===== src/rtl/hid_pad_decoder.sv =====
// HID gamepad report decoder: buffers a USB report, validates it and holds decoded NES buttons.
// Optional auto-fire on A/B from held X/Y is enabled by defining TURBO_EN.
module hid_pad_decoder #(
  parameter int          REPORT_BYTES = 8,
  parameter int          MIN_BYTES    = 7,
  parameter int          X_IDX        = 3,
  parameter int          Y_IDX        = 4,
  parameter int          BTN_IDX      = 5,
  parameter int          SYS_IDX      = 6,
  parameter int          DPAD_MODE    = 0,
  parameter logic [7:0]  LO_THR       = 8'h40,
  parameter logic [7:0]  HI_THR       = 8'hC0,
  parameter int          SKIP_TAG     = 1,
  parameter int          TIMEOUT_CYC  = 6000000,
  parameter int          TURBO_DIV    = 200000
) (
  input  logic                      usbclk,
  input  logic                      usbrst_n,
  input  logic                      rpt_rdy,
  input  logic                      rpt_stb,
  input  logic [7:0]                rpt_dat,
  output logic [7:0]                btn_nes,
  output logic                      btn_x,
  output logic                      btn_y,
  output logic                      rpt_valid,
  output logic [4:0]                rpt_len,
  output logic [8*REPORT_BYTES-1:0] dbg_report,
  output logic                      stale
);

  localparam logic [4:0] RB_L  = 5'(REPORT_BYTES);
  localparam logic [4:0] MIN_L = 5'(MIN_BYTES);
  localparam int TW = (TIMEOUT_CYC > 1) ? $clog2(TIMEOUT_CYC) : 1;
  localparam logic [TW-1:0] TMO_LAST = TW'(TIMEOUT_CYC - 1);

  typedef enum logic [1:0] {IDLE, CAPTURE, DECODE, COMMIT} state_e;

  state_e state_q, state_d;
  logic       stb_q, rdy_q;
  logic [4:0] cnt_q;
  logic [7:0] buf_q [REPORT_BYTES];
  logic [7:0] stg_btn_q;
  logic       stg_x_q, stg_y_q, stg_acc_q;
  logic [7:0] btn_q;
  logic       x_q, y_q, valid_q, stale_q;
  logic [4:0] len_q;
  logic [8*REPORT_BYTES-1:0] dbg_q;
  logic [TW-1:0] tmo_q;

  logic       stb_rise, rdy_fall, cap_start, cap_wr;
  logic [7:0] dec_btn;
  logic       dec_acc;
  logic [3:0] dir;

  // Hat nibble to {R,L,D,U}; codes 8..15 mean centred.
  function automatic logic [3:0] hat_dir(input logic [3:0] h);
    case (h)
      4'd0:    hat_dir = 4'b0001;
      4'd1:    hat_dir = 4'b1001;
      4'd2:    hat_dir = 4'b1000;
      4'd3:    hat_dir = 4'b1010;
      4'd4:    hat_dir = 4'b0010;
      4'd5:    hat_dir = 4'b0110;
      4'd6:    hat_dir = 4'b0100;
      4'd7:    hat_dir = 4'b0101;
      default: hat_dir = 4'b0000;
    endcase
  endfunction

  assign stb_rise  = rpt_stb & ~stb_q;
  assign rdy_fall  = rdy_q & ~rpt_rdy;
  assign cap_start = (state_d == CAPTURE) && (state_q != CAPTURE);
  assign cap_wr    = (state_q == CAPTURE) && rpt_rdy && stb_rise && (cnt_q != RB_L);

  always_comb begin
    state_d = state_q;
    case (state_q)
      IDLE:    if (rpt_rdy) state_d = CAPTURE;
      CAPTURE: if (rdy_fall || !rpt_rdy) state_d = DECODE;
      DECODE:  state_d = COMMIT;
      COMMIT:  state_d = rpt_rdy ? CAPTURE : IDLE;
      default: state_d = IDLE;
    endcase
  end

  always_comb begin
    dir = 4'b0000;
    if (DPAD_MODE == 0) begin
      dir[2] = buf_q[X_IDX] < LO_THR;
      dir[3] = !dir[2] && (buf_q[X_IDX] >= HI_THR);
      dir[0] = buf_q[Y_IDX] < LO_THR;
      dir[1] = !dir[0] && (buf_q[Y_IDX] >= HI_THR);
    end else begin
      dir = hat_dir(buf_q[BTN_IDX][3:0]);
    end
    dec_btn = {dir, buf_q[SYS_IDX][5], buf_q[SYS_IDX][4], buf_q[BTN_IDX][6], buf_q[BTN_IDX][5]};
    dec_acc = (cnt_q >= MIN_L) && !((SKIP_TAG != 0) && (buf_q[0][1:0] == 2'b10));
  end

  // Capture buffer and decode staging carry no reset; they are rewritten before use.
  always_ff @(posedge usbclk) begin
    for (int i = 0; i < REPORT_BYTES; i++) begin
      if (cap_start) buf_q[i] <= 8'h00;
      else if (cap_wr && (cnt_q == 5'(i))) buf_q[i] <= rpt_dat;
    end
    if (state_q == DECODE) begin
      stg_btn_q <= dec_btn;
      stg_x_q   <= buf_q[BTN_IDX][4];
      stg_y_q   <= buf_q[BTN_IDX][7];
      stg_acc_q <= dec_acc;
    end
  end

  always_ff @(posedge usbclk) begin
    if (!usbrst_n) begin
      state_q <= IDLE;
      stb_q   <= 1'b0;
      rdy_q   <= 1'b0;
      cnt_q   <= '0;
      btn_q   <= '0;
      x_q     <= 1'b0;
      y_q     <= 1'b0;
      valid_q <= 1'b0;
      len_q   <= '0;
      dbg_q   <= '0;
      stale_q <= 1'b1;
      tmo_q   <= '0;
    end else begin
      state_q <= state_d;
      stb_q   <= rpt_stb;
      rdy_q   <= rpt_rdy;
      valid_q <= 1'b0;
      if (cap_start) cnt_q <= '0;
      else if (cap_wr) cnt_q <= cnt_q + 5'd1;
      if (state_q == DECODE) len_q <= cnt_q;
      // An accepted commit wins over a coincident timeout expiry.
      if ((state_q == COMMIT) && stg_acc_q) begin
        btn_q   <= stg_btn_q;
        x_q     <= stg_x_q;
        y_q     <= stg_y_q;
        valid_q <= 1'b1;
        stale_q <= 1'b0;
        tmo_q   <= '0;
        for (int i = 0; i < REPORT_BYTES; i++) dbg_q[8*i +: 8] <= buf_q[i];
      end else if (tmo_q == TMO_LAST) begin
        btn_q   <= '0;
        x_q     <= 1'b0;
        y_q     <= 1'b0;
        stale_q <= 1'b1;
      end else begin
        tmo_q <= tmo_q + TW'(1);
      end
    end
  end

`ifdef TURBO_EN
  localparam int TDW = (TURBO_DIV > 1) ? $clog2(TURBO_DIV) : 1;
  localparam logic [TDW-1:0] TDIV_LAST = TDW'(TURBO_DIV - 1);
  logic [TDW-1:0] tdiv_q;
  logic           phase_q;

  always_ff @(posedge usbclk) begin
    if (!usbrst_n) begin
      tdiv_q  <= '0;
      phase_q <= 1'b0;
    end else if (tdiv_q == TDIV_LAST) begin
      tdiv_q  <= '0;
      phase_q <= ~phase_q;
    end else begin
      tdiv_q <= tdiv_q + TDW'(1);
    end
  end

  assign btn_nes = {btn_q[7:2], btn_q[1] | (y_q & phase_q), btn_q[0] | (x_q & phase_q)};
`else
  assign btn_nes = btn_q;
`endif

  assign btn_x      = x_q;
  assign btn_y      = y_q;
  assign rpt_valid  = valid_q;
  assign rpt_len    = len_q;
  assign dbg_report = dbg_q;
  assign stale      = stale_q;

endmodule

===== config.mk =====
export PLATFORM = sky130hd
export DESIGN_NAME = hid_pad_decoder
export DESIGN_NICKNAME = d
export VERILOG_FILES = /design/src/rtl/hid_pad_decoder.sv
export SDC_FILE = /design/constraint.sdc
export NUM_CORES = 1
export LEC_CHECK = 0
export CORE_UTILIZATION = 54
export DETAILED_ROUTE_END_ITERATION = 12
export PLACE_DENSITY_LB_ADDON = 0.3
export SKIP_LAST_GASP = 1
export SLEW_MARGIN = 20
export SYNTH_ARGS = -nofsm -noshare
export SYNTH_HDL_FRONTEND = slang
export SYNTH_SLANG_ARGS = --single-unit

===== constraint.sdc =====
create_clock -name usbclk -period 2.7 [get_ports usbclk]
set_input_delay 0.54 -clock usbclk [delete_from_list [all_inputs] [get_ports usbclk]]
set_output_delay 0.54 -clock usbclk [all_outputs]
set_load 0.02 [all_outputs]

==> metrics.md <==
| Metric | Value |
|---|---|
| Worst setup SP type | register |
| Syn Inst Count | 560 |
| Routed Wire Length | 14900 um |
| Syn-to-layout area delta | 25.2% |
| Sw Ratio | 19.7% |
| Fin Clk Skew | 0.00694 ns |
| Total I/O pin count | 93 |
| Worst Reg-to-Reg Cells | 4 |
| Flop2flop setup slack | 0.47 ns |
| Final setup fails | 0 |
| CTS Buffer Depth | 2 |
| Crit-path most repeated cell | and4_1 |
| Clk_lat worst skew | 0.43 ns |
| Slew Limit Headroom | 52.6% |
| Via count | 4845 |
| Largest net degree at the start of global routing | 82 |
| Total power | 0.00596 W |
| Gr usage total | 23.8% |
| Core area | 12200 um^2 |
| PD cells | 692 nW/um^2 |
| Final Max Slew Viols | 0 |
| Crit share post-route | 82.6% |
| CP Data Required Time | 3.01 ns |
| Critical path origin | tmo_q[2] |
| Status | complete, no violations |
| Max frequency | 0.448 GHz |
| RSZ-0062 raised after global routing | false |
| Iter 0 DRT Violations | 336 |
| Depth of the worst hold-timing path | 1 |
| CP Buf/Inv Count | 0 |
| Drt pass-1 iters | 5 |
| # hold bufs at CTS | 0 |
| CP endpoint kind | register |
| Net switching power | 0.00118 W |
| CP max stage delay | 0.51 ns |
| VDD IR-drop max | 0.000514 V |
| Wire per inst | 18.2 um |
| H-tree levels | 4 |
| Max-Cap Viols | 0 |
| CTS sink cnt | 187 |
| Die ar. | 13200 um^2 |
| Crit path arrival time | 2.54 ns |
| Flop pwr share | 51.2% |
| Crit Path Category | reg2reg |
| CTS tree | done |
| HP Start | buf_q[5][3] |
| DRC errors left | 0 |
| Most frequent cells in the layout | dfxtp_1, clkdlybuf4s50_1, edfxtp_1 |
| Layout Utilization | 70.5% |
| Crit-path max FO | 11 |
| Sequential-to-total area share from yosys stat | 65.3% |
| Register bit count reported by yosys | 187 |
| Root Buffer | clkbuf_16 |
| Average size of a mapped cell | 12.3 um^2 |
| Comb power frac | 2.9% |
| Vias in the first global route | 4603 |
| Die Y | 115 um |
| Pint | 0.00478 W |
| Leakage | 3.33 nW |
| Share of layout cells above drive strength 1 | 6.77% |
| Worst min path class | reg2reg |
| Fin nets | 654 |
| CTS buffer count | 17 |
| Detail Placement HPWL | 9720 um |
| Mapped Nets | 577 |
| Min Clock Period, post-route | 2.23 ns |
| Final Hold Vio Count | 0 |
| Worst slew pin tran | 0.711 ns |
| Hold Crit Endpoint | dbg_report[43] |
| Gp weighted congestion | 0.814 |
| Setup Buffers After CTS | 0 |
| Synth unique cells | 43 |
| Die W | 115 um |
| PortBufs | 92 |
| Clock transition at path regs | 0.07 ns |
| Floorplan row count | 40 |
| Clock share of power | 45.9% |
| CP cell instances | and4_1 > and4_1 > nand2_1 > a32o_1 |
| Commonest non-fill, non-tap cell in the layout | dfxtp_1 |
| TNS Setup | 0 ns |
| Total gr overflow | 0 |
| Post-synth EDFFs | 75 |
| Ys flop type | dfxtp_1 |
| Initial antenna violation count | 0 |
| Antenna Violating Nets Remaining | 0 |
| Largest delay share family, worst path | simple AND/OR/NAND/NOR gates |
| R2r startpoint | tmo_q[2] |
| Vias per cell | 5.92 |
| Resize count post-CTS | 0 |
| Antenna Diode Count | 0 |
| Synth warn | 0 |
| First-pass GRT wire length | 23400 um |
| Initial Util | 56.3% |
| Critical Path Slowest Stage Cell | and4_1 |
| Reg2reg end | btn_nes[7] |
| FFs w/ async S/R, synth | 0% |
| Synth Cell Area | 6880 um^2 |
[sequential cells by signal, indices dropped and copies added, names as in the netlist]
name        count
btn_nes         8
btn_x           1
btn_y           1
buf_q          64
cnt_q           5
dbg_report     64
rpt_len         5
rpt_valid       1
stale           1
state_q         2
stb_q           1
stg_acc_q       1
stg_btn_q       8
stg_x_q         1
stg_y_q         1
tmo_q          23
[power by group through the flow]
stage | Sequential, W | Combinational [W] | Clock (W)
2_1_floorplan | 0.00310 | 0.0000887 | 0
3_3_place_gp | 0.00311 | 0.000164 | 0
3_5_place_dp | 0.00311 | 0.000171 | 0
4_1_cts | 0.00305 | 0.000172 | 0.00275
5_1_grt | 0.00305 | 0.000186 | 0.00288
6_report | 0.00305 | 0.000173 | 0.00274
[layer usage]
layer,global-route usage [%],vias to the layer above,wire (um)
met5,0,-,0
met4,12.2,0,421
met1,30.4,2336,6470
met2,38.0,206,7050
li1,-,2267,-
met3,5.48,36,912
[worst reg2reg max path: stages (launching register included)]
cell	delay (ns)
dfxtp_1	0.43
and4_1	0.39
and4_1	0.51
nand2_1	0.41
a32o_1	0.39
[synth_stat cells, drive strengths merged, types with 6 or more instances]
cell,instances,area share (%)
edfxtp,75,33
nand2,40,2.2
a22o,64,8.1
nor2,13,0.71
nand4,9,0.91
and3,67,6.1
clkbuf,38,2.1
a32o,10,1.5
a21oi,17,1.2
dfxtp,112,33
and2,10,0.91
or4,7,0.76
nand3,12,0.87
o21ai,9,0.65
o31ai,7,0.76
inv,7,0.38
buf,6,0.53
[through the flow]
step	hold WS, ns	setup WS, ns	instances	cell area [um^2]
3_3_place_gp	0.442	0.226	786	7950
3_5_place_dp	0.443	0.198	786	7950
2_1_floorplan	0.427	0.656	560	6880
5_1_grt	0.471	0.364	818	8610
6_report	0.459	0.469	818	8610
4_1_cts	0.460	0.502	818	8610
[worst max path at each step]
stage                        to  depth (start not counted)
detailed placement  buf_q[1][1]                          5
finish               btn_nes[7]                          4
floorplan           buf_q[1][0]                          6
CTS                       btn_y                          4
global placement    buf_q[1][1]                          5
global route              btn_y                          4
[logic make-up (layout without fill, tap and decap cells)]
group,Yosys count,count (layout),share of synthesized area [%]
compound gates,122,122,14.1
mux,2,2,0.291
flops,187,187,65.3
simple gates,184,184,15.2
xor+xnor,9,9,1.15
fa+ha+maj,5,5,0.909
buf+inv,51,141,2.98
[cell type report]
cell class	instances	area, um^2
Timing Repair Buffer	102	1030
Clock buffer	22	474
Inverter	7	26.3
Clock inverter	10	185
Sequential cell	187	4490
Tap cell	168	210
Multi-Input combinational cell	322	2190
Fill cell	884	3600
Note: power is estimated with default switching activity, not from simulation.
